File: config.mk
export PLATFORM = sky130hd
export DESIGN_NAME = updn_cnt_flat
export DESIGN_NICKNAME = d
export VERILOG_FILES = /design/src/rtl/updn_cnt_pkg.sv /design/src/rtl/updn_cnt_if.sv /design/src/rtl/updn_cnt.sv /design/src/flat_wrapper.sv
export SDC_FILE = /design/constraint.sdc
export NUM_CORES = 1
export LEC_CHECK = 0
export CELL_PAD_IN_SITES_DETAIL_PLACEMENT = 1
export CELL_PAD_IN_SITES_GLOBAL_PLACEMENT = 1
export CORE_MARGIN = 3
export CORE_UTILIZATION = 36
export DETAILED_ROUTE_END_ITERATION = 10
export HOLD_SLACK_MARGIN = 0.12
export PLACE_DENSITY_LB_ADDON = 0.15
export SLEW_MARGIN = 40
export SYNTH_ARGS = -nofsm -noshare
export SYNTH_HDL_FRONTEND = slang
export SYNTH_SLANG_ARGS = --single-unit
File: constraint.sdc
create_clock -name CLK -period 3.07 [get_ports CLK]
set_input_delay 0.7675 -clock CLK [delete_from_list [all_inputs] [get_ports CLK]]
set_output_delay 0.7675 -clock CLK [all_outputs]
set_load 0.01 [all_outputs]
File: src/rtl/updn_cnt_pkg.sv
// Shared constants for the up/down counter family.
//   CNT_UP / CNT_DN     : encodings of the direction input
//   MODE_WRAP / MODE_SAT: encodings of the SAT parameter
package cnt_pkg;

  localparam logic CNT_UP    = 1'b1;
  localparam logic CNT_DN    = 1'b0;

  localparam logic MODE_WRAP = 1'b0;
  localparam logic MODE_SAT  = 1'b1;

endpackage : cnt_pkg

File: src/rtl/updn_cnt_if.sv
// Control/status bundle of the up/down counter.
//   master: drives en, up, ld, ld_val, clr_ovf; observes Q, full, empty, tc, ovf
//   slave : the counter itself, the reverse direction
interface updn_cnt_if #(
  parameter int WIDTH = 16
);

  logic             en;
  logic             up;
  logic             ld;
  logic [WIDTH-1:0] ld_val;
  logic             clr_ovf;
  logic [WIDTH-1:0] Q;
  logic             full;
  logic             empty;
  logic             tc;
  logic             ovf;

  modport master (
    output en, up, ld, ld_val, clr_ovf,
    input  Q, full, empty, tc, ovf
  );

  modport slave (
    input  en, up, ld, ld_val, clr_ovf,
    output Q, full, empty, tc, ovf
  );

endinterface : updn_cnt_if

File: src/rtl/updn_cnt.sv
// Parametrised synchronous up/down counter with modulo terminal value,
// parallel load, wrap/saturate mode and full/empty/tc/ovf status.
//   CLK  : clock, all state changes on the rising edge
//   CLRN : synchronous active-low reset
//   bus  : slave side of updn_cnt_if (en, up, ld, ld_val, clr_ovf in;
//          Q, full, empty, tc, ovf out)
module updn_cnt
  import cnt_pkg::*;
#(
  parameter int             WIDTH = 16,
  parameter logic [WIDTH-1:0] MAX = {WIDTH{1'b1}},
  parameter logic           SAT   = MODE_WRAP
) (
  input  logic        CLK,
  input  logic        CLRN,
  updn_cnt_if.slave   bus
);

  localparam logic [WIDTH:0] MAX_EXT = {1'b0, MAX};
  localparam logic [WIDTH:0] ONE_EXT = {{WIDTH{1'b0}}, 1'b1};

  logic [WIDTH-1:0] q_q;
  logic [WIDTH-1:0] q_d;
  logic             tc_q;
  logic             tc_d;
  logic             ovf_q;
  logic             ovf_d;
  logic [WIDTH:0]   nxt_up_s;
  logic [WIDTH:0]   nxt_dn_s;
  logic             lim_s;

  // Next-value and limit detection; the extra MSB flags overrun past MAX
  // (up) or borrow below zero (down) even when MAX is all ones.
  always_comb begin
    nxt_up_s = {1'b0, q_q} + ONE_EXT;
    nxt_dn_s = {1'b0, q_q} - ONE_EXT;
    lim_s    = 1'b0;
    q_d      = q_q;
    if (bus.ld) begin
      q_d = (bus.ld_val > MAX) ? MAX : bus.ld_val;
    end else if (bus.en) begin
      if (bus.up == CNT_UP) begin
        if (nxt_up_s > MAX_EXT) begin
          lim_s = 1'b1;
          q_d   = (SAT == MODE_SAT) ? MAX : {WIDTH{1'b0}};
        end else begin
          q_d = nxt_up_s[WIDTH-1:0];
        end
      end else begin
        if (nxt_dn_s[WIDTH]) begin
          lim_s = 1'b1;
          q_d   = (SAT == MODE_SAT) ? {WIDTH{1'b0}} : MAX;
        end else begin
          q_d = nxt_dn_s[WIDTH-1:0];
        end
      end
    end else begin
      q_d = q_q;
    end
    tc_d  = lim_s;
    // A limit event wins over a simultaneous clear request.
    ovf_d = lim_s | (ovf_q & ~bus.clr_ovf);
  end

  // State registers with synchronous active-low reset.
  always_ff @(posedge CLK) begin
    if (!CLRN) begin
      q_q   <= {WIDTH{1'b0}};
      tc_q  <= 1'b0;
      ovf_q <= 1'b0;
    end else begin
      q_q   <= q_d;
      tc_q  <= tc_d;
      ovf_q <= ovf_d;
    end
  end

  assign bus.Q     = q_q;
  assign bus.tc    = tc_q;
  assign bus.ovf   = ovf_q;
  assign bus.full  = (q_q == MAX);
  assign bus.empty = (q_q == {WIDTH{1'b0}});

endmodule : updn_cnt

File: src/flat_wrapper.sv
// flat-port wrapper written by rule: the top's interface ports become plain ports
module updn_cnt_flat import cnt_pkg::*;
#(
  parameter int             WIDTH = 16,
  parameter logic [WIDTH-1:0] MAX = {WIDTH{1'b1}},
  parameter logic           SAT   = MODE_WRAP
)
  (CLK, CLRN, bus_en, bus_up, bus_ld, bus_ld_val, bus_clr_ovf, bus_Q, bus_full, bus_empty, bus_tc, bus_ovf);
  updn_cnt_if #(.WIDTH(WIDTH)) bus_i ();
  input  logic CLK;
  input  logic CLRN;
  input wire logic [$bits(bus_i.en)-1:0] bus_en;
  input wire logic [$bits(bus_i.up)-1:0] bus_up;
  input wire logic [$bits(bus_i.ld)-1:0] bus_ld;
  input wire logic [$bits(bus_i.ld_val)-1:0] bus_ld_val;
  input wire logic [$bits(bus_i.clr_ovf)-1:0] bus_clr_ovf;
  output wire logic [$bits(bus_i.Q)-1:0] bus_Q;
  output wire logic [$bits(bus_i.full)-1:0] bus_full;
  output wire logic [$bits(bus_i.empty)-1:0] bus_empty;
  output wire logic [$bits(bus_i.tc)-1:0] bus_tc;
  output wire logic [$bits(bus_i.ovf)-1:0] bus_ovf;
  assign bus_i.en = bus_en;
  assign bus_i.up = bus_up;
  assign bus_i.ld = bus_ld;
  assign bus_i.ld_val = bus_ld_val;
  assign bus_i.clr_ovf = bus_clr_ovf;
  assign bus_Q = bus_i.Q;
  assign bus_full = bus_i.full;
  assign bus_empty = bus_i.empty;
  assign bus_tc = bus_i.tc;
  assign bus_ovf = bus_i.ovf;
  updn_cnt #(.WIDTH(WIDTH), .MAX(MAX), .SAT(SAT)) u_core (.CLK(CLK), .CLRN(CLRN), .bus(bus_i));
endmodule
==> results of run 1 <==
layout make-up:
type | instances | area, µm²
fill | 637 | 2360
multi-input combinational | 218 | 1380
timing repair buffer | 66 | 601
sequential | 18 | 360
tap | 67 | 83.8
clock buffer | 3 | 41.3
inverter | 6 | 22.5
what timing repair did:
action,4_1_cts,5_1_grt
endpoints found under the hold margin,0,0
gates resized for setup,0,2
hold buffers,0,0
endpoints found under the setup margin,0,1
logic make-up (layout without fill, tap and decap cells):
| family | after synthesis | count (layout) |
|---|---|---|
| DFF | 18 | 18 |
| AOI/OAI and AO/OA | 62 | 62 |
| buffers and inverters | 30 | 75 |
| xor gates and xnor gates | 15 | 15 |
| adders and majority gates | 4 | 4 |
| muxes | 1 | 1 |
| and+or+nand+nor | 136 | 136 |
per-layer routing:
metal / track usage, % / vias up / wire (µm)
met5: 0 / - / 0
met4: 8.54 / 0 / 112
met3: 3.60 / 11 / 374
met2: 41.4 / 66 / 3400
met1: 33.7 / 1074 / 3340
li1: - / 1093 / -
final timing paths:
check        slack (ps)          endpoint            start
min                 640    u_core.bus.ovf   u_core.bus.ovf
min reg2reg         640    u_core.bus.ovf   u_core.bus.ovf
max reg2reg         570  u_core.bus.Q[11]  u_core.bus.Q[8]
max                  90          bus_full  u_core.bus.Q[4]
critical path, stage by stage, from the launching register on:
cell and delay [ps]:
dfxtp_1 560, nand4_1 250, nor4_1 510, clkdlybuf4s50_1 630
power groups by stage:
stage	Clock, W	Combinational [W]	Sequential (W)
2_1_floorplan	0	0.000210	0.000285
3_3_place_gp	0	0.000365	0.000284
3_5_place_dp	0	0.000369	0.000285
4_1_cts	0.000182	0.000371	0.000279
5_1_grt	0.000194	0.000412	0.000283
6_report	0.000180	0.000374	0.000279
state kept, by name (all words and copies together), names as in the netlist:
signal          cells
u_core.bus.Q       16
u_core.bus.ovf      1
u_core.bus.tc       1
cell usage in the layout, fill, tap and decap left out, types with 5 or more instances in the layout:
master	Yosys	final
o21a_1	5	5
a21oi_1	13	13
o22ai_1	6	6
nand3_1	21	21
xnor2_1	7	7
inv_1	5	5
o21ai_0	11	11
dfxtp_1	18	18
nor3b_1	6	6
clkdlybuf4s50_1	0	40
xor2_1	8	8
nor3_1	19	19
nor2b_1	8	8
nand2b_1	6	6
buf_4	0	25
nor4_1	8	8
nor2_1	13	13
o21ai_1	5	5
nand4_1	14	14
nand2_1	18	18
metrics by stage:
stage / std cells / hold slack, ps / worst slack [ps]
6_report: 378 / 643 / 92.5
5_1_grt: 378 / 715 / 3.35
3_5_place_dp: 375 / 636 / 408
2_1_floorplan: 266 / 634 / 660
4_1_cts: 378 / 653 / 89.8
3_3_place_gp: 375 / 620 / 459
==> qor.yml, run 1 <==
die:
  ios: 42
  die_y_um: 77.8
  die_area_mm2: 0.00605
  fp.coreArea_mm2: 0.00485
  std_cell_rows: 25
  die_x_um: 77.8
  start_util_pct: 38.3
sta:
  period_share_pct: 97.0
  tightest_slew_ps: 523
  drv_slew: 0
  finalSetupTns_ps: 0
  fmax_ghz: 0.336
  slew-limit-headroom_pct: 65.1
  rsz0062_at_grt: "false"
  setup_viol: 0
  hold_viol: 0
  final.min_clock_period_ps: 2980
  skew_ps: 1.69
finish:
  synthToLayoutAreaGrowth_pct: 33.9
  fin_util_pct: 51.3
  nNetsFinal: 339
  drive_gt1_share_pct: 10.9
  antennaDiodeCount: 0
  final_area_mm2: 0.00248
detailed_routing:
  detail_route.first_pass.iterations: 4
  ant_nets: 0
  drtIter0Drc: 175
  wire_per_inst_um: 19.1
  drt-total-wl_mm: 7.23
  drc: 0
  num_vias: 2244
  vias_per_cell: 5.94
power:
  switching_share_pct: 38.4
  power_density_mw_per_mm2: 336
  p_switching_w: 0.000320
  combPwrFrac_pct: 44.9
  total_power_w: 0.000834
  p_leak_nw: 0.880
  p_int_w: 0.000514
  seqPwrFrac_pct: 33.5
  power.share.clock_pct: 21.6
  peakVddDrop_mv: 0.169
cts:
  clkTransAtPathRegs_ps: 80
  post_cts_buffers: 0
  ctsLongestPathBuffers: 2
  numCtsBuffers: 3
  clock_latency_ps: 260
  cts_tree: "done"
  cts.sinks: 18
  htree_levels: 1
  clockRootBuffer: "clkbuf_8"
synth:
  syn-num-nets: 292
  synth_area_mm2: 0.00186
  avgSynthCellArea_um2: 6.98
  yosys.area_share.xor_xnor_pct: 7.08
  yosysSeqAreaShare_pct: 19.4
  synthSimpleGateAreaFrac_pct: 41.9
  synth_common_cells: "clkbuf_1 (21), nand3_1 (21), nor3_1 (19)"
  synth_top_cell_area_share_pct: 19.4
  synth_top_family_by_area: "simple AND/OR/NAND/NOR gates"
  synth.distinct_cells: 53
  yosysTopAreaCell: "dfxtp_1"
  synthCells: 266
  synthTopCellsByArea: "dfxtp_1 (19%), nand3_1 (5.7%), nor3_1 (5.1%), nand4_1 (4.7%), clkbuf_1 (4.2%)"
  synthArstFlopShare_pct: 0
  yosys_warnings: 0
  synth_compound_gate_area_share_pct: 21.8
  synth_flop_cell: "dfxtp_1"
  synthMuxAreaShare_pct: 0.539
  synth_fa_ha_area_share_pct: 2.70
  ys_seq_elements: 18
  synth-edff-count: 0
global_route:
  gr-total-overflow: 0
  grt_antenna_before_repair: 0
  grt_max_degree: 36
  grt_pass1_vias: 2276
  grt_util_all_layers_pct: 25.3
  grt_pass1_wl_mm: 12.1
placed_design:
  hpwl_mm: 5.49
  placed_area_mm2: 0.00244
  portBuffers: 41
  gp_congestion: 0.919
worst_setup_path:
  criticalPathCategory: "flop to primary output"
  cp_data_required_time_ps: 2300
  arrival_ps: 2210
  crit_fanout: 10
  setup.worst_path.start_class: "flop"
  cp-end-kind: "primary output"
  r2r_cells: 8
run:
  max-cap-violations: 0
hold_path:
  hold_depth: 3
  hold_class: "flop to flop"
outcome:
  status: "completed"
Power figures use the tool's default switching activity.
==> inputs of run 2 (changes only) <==
--- a/config.mk
+++ b/config.mk
@@ -9,6 +9,7 @@
 export CELL_PAD_IN_SITES_GLOBAL_PLACEMENT = 1
 export CORE_MARGIN = 3
 export CORE_UTILIZATION = 36
+export CTS_BUF_LIST = sky130_fd_sc_hd__clkbuf_4 sky130_fd_sc_hd__clkbuf_8 sky130_fd_sc_hd__clkbuf_16
 export DETAILED_ROUTE_END_ITERATION = 10
 export HOLD_SLACK_MARGIN = 0.12
 export PLACE_DENSITY_LB_ADDON = 0.15
==> results of run 2 <==
Same layout as run 1: the final DEF is identical, and so are final timing and power.
==> inputs of run 3 (changes only) <==
--- a/config.mk
+++ b/config.mk
@@ -5,10 +5,11 @@
 export SDC_FILE = /design/constraint.sdc
 export NUM_CORES = 1
 export LEC_CHECK = 0
+export ABC_AREA = 0
 export CELL_PAD_IN_SITES_DETAIL_PLACEMENT = 1
 export CELL_PAD_IN_SITES_GLOBAL_PLACEMENT = 1
 export CORE_MARGIN = 3
-export CORE_UTILIZATION = 36
+export CORE_UTILIZATION = 32
 export CTS_BUF_LIST = sky130_fd_sc_hd__clkbuf_4 sky130_fd_sc_hd__clkbuf_8 sky130_fd_sc_hd__clkbuf_16
 export DETAILED_ROUTE_END_ITERATION = 10
 export HOLD_SLACK_MARGIN = 0.12
==> constraint.sdc (replaced) <==
create_clock -name CLK -period 2.6 [get_ports CLK]
set_input_delay 0.65 -clock CLK [delete_from_list [all_inputs] [get_ports CLK]]
set_output_delay 0.65 -clock CLK [all_outputs]
set_load 0.01 [all_outputs]
==> qor.yml, run 3 (synthesized netlist as in run 1, its figures left out) <==
global_route:
  gr-total-overflow: 0  # unchanged
  grt_pass1_wl_mm: 12.4  # +2.4%
  grt_max_degree: 36  # unchanged
  grt_pass1_vias: 2350  # +3.3%
  grt_antenna_before_repair: 0  # unchanged
  grt_util_all_layers_pct: 24.2  # -1.1 points
power:
  p_int_w: 0.000666  # +30%
  p_leak_nw: 0.980  # +11%
  switching_share_pct: 37.5  # -0.92 points
  power.share.clock_pct: 23.5  # +1.9 points
  seqPwrFrac_pct: 30.8  # -2.7 points
  combPwrFrac_pct: 45.7  # +0.8 points
  peakVddDrop_mv: 0.256  # +52%
  power_density_mw_per_mm2: 398  # +19%
  p_switching_w: 0.000399  # +25%
  total_power_w: 0.00107  # +28%
placed_design:
  gp_congestion: 0.945  # +2.8%
  portBuffers: 41  # unchanged
  hpwl_mm: 5.80  # +5.7%
detailed_routing:
  wire_per_inst_um: 19.4  # +1.6%
  detail_route.first_pass.iterations: 4  # unchanged
  drt-total-wl_mm: 7.79  # +7.8%
  vias_per_cell: 5.76  # -3.0%
  ant_nets: 0  # unchanged
  num_vias: 2308  # +2.9%
  drtIter0Drc: 147  # -16%
  drc: 0  # unchanged
sta:
  skew_ps: 0.965  # -0.722 ps
  drv_slew: 0  # unchanged
  finalSetupTns_ps: 0  # unchanged
  slew-limit-headroom_pct: 70.9  # +5.8 points
  hold_slack_ps: 640  # -2.40 ps
  rsz0062_at_grt: "false"
  tightest_slew_ps: 434  # -89.5 ps
  fmax_ghz: 0.401
  final.min_clock_period_ps: 2490
  period_share_pct: 95.9
  hold_viol: 0  # unchanged
  setup_viol: 0  # unchanged
cts:
  htree_levels: 1  # unchanged
  clkTransAtPathRegs_ps: 80  # about the same
  clock_latency_ps: 260  # about the same
  cts.sinks: 18  # unchanged
  cts_tree: "done"
  numCtsBuffers: 3  # unchanged
  clockRootBuffer: "clkbuf_8"
  ctsLongestPathBuffers: 2  # unchanged
worst_setup_path:
  worstReg2RegEnd: "u_core.bus.Q[4]"
  cp-end-kind: "primary output"
  r2r_start: "u_core.bus.Q[8]"
  cp_data_required_time_ps: 1950  # -350 ps
  setup.worst_path.start_class: "flop"
  criticalPathCategory: "flop to primary output"
  endpoint: "bus_empty"
  crit_fanout: 3  # -7
  startpoint: "u_core.bus.Q[2]"
  r2r_cells: 8  # unchanged
  arrival_ps: 1840  # -370 ps
  r2r_setup_slack_ps: 140  # -430 ps
hold_path:
  hold_class: "flop to flop"
die:
  fp.coreArea_mm2: 0.00557  # +15%
  start_util_pct: 33.3  # -5.0 points
  die_area_mm2: 0.00675  # +12%
  ios: 42  # unchanged
  die_x_um: 82.2  # +5.6%
  std_cell_rows: 27  # +8.0%
  die_y_um: 82.2  # +5.6%
finish:
  final_common_cell: "clkdlybuf4s50_1"
  nNetsFinal: 356  # +5.0%
  antennaDiodeCount: 0  # unchanged
  fillCellCount: 730  # +15%
  largest_reg_flops: 16  # unchanged
  layout_common_cells: "clkdlybuf4s50_1 (39), buf_4 (36), nand3_1 (20), nor3_1 (19), nand2_1 (18)"
  drive_gt1_share_pct: 18.5  # +7.6 points
  synthToLayoutAreaGrowth_pct: 44.4
outcome:
  status: "completed"
run:
  max-cap-violations: 0  # unchanged
## run 3: metal layers
metal	part of all wire, %	global-route usage, %	vias up	wire (µm)
met3	6.9	3.69	10	539
met2	45	39.5	78	3520
li1	-	-	1126	-
met1	46	32.3	1094	3550
met4	2.4	8.14	0	187
met5	0	0	-	0
## run 3: power by group through the flow
stage	sequential (W)	combinational, W	clock (W)
floorplan	0.000336	0.000247	0
global placement	0.000329	0.000462	0
detailed placement	0.000330	0.000469	0
CTS	0.000325	0.000475	0.000257
global route	0.000332	0.000532	0.000267
finish	0.000328	0.000487	0.000251
## run 3: what timing repair did
action / 4_1_cts / 5_1_grt
resized for setup: 9 / 10
pin swaps: 0 / 3
gates cloned: 0 / 0
endpoints found under the setup margin: 2 / 11
hold buffers: 0 / 0
buffers inserted: 0 / 3
## run 3: how the worst min path moves through the flow
stage                     start                to  slack [ps]  cells after the start
2_1_floorplan    u_core.bus.ovf    u_core.bus.ovf         630                      3
3_3_place_gp     u_core.bus.ovf    u_core.bus.ovf         620                      3
3_5_place_dp     u_core.bus.ovf    u_core.bus.ovf         630                      3
4_1_cts          u_core.bus.ovf    u_core.bus.ovf         650                      3
5_1_grt        u_core.bus.Q[14]  u_core.bus.Q[14]         720                      3
6_report         u_core.bus.ovf    u_core.bus.ovf         640                      3
## run 3: stage by stage
step | util (%) | setup slack (ps) | instances | cell area (µm²)
floorplan | - | 190 | 266 | 1860
global placement | 45.7 | 189 | 394 | 2550
detailed placement | 45.7 | 149 | 394 | 2550
CTS | 47.3 | -29.7 | 398 | 2630
global route | 48.1 | 5.49 | 401 | 2680
finish | 48.1 | 106 | 401 | 2680
## run 3: worst max-delay path, stage by stage (launching register included)
cell and delay, ps:
dfxtp_1 340, nor4_2 310, and2_1 210, nand3_1 130, nor3b_1 270, dlygate4sd2_1 300
## run 3: cell type report
class                   instances  area (µm²)  area share [%]
multi-input cells             218        1390            51.9
repair buffers                 83         753            28.1
flip-flops and latches         18         368            13.7
well taps                      72        90.1            3.36
clock buffers                   4        55.1            2.06
inverters                       6        22.5           0.841
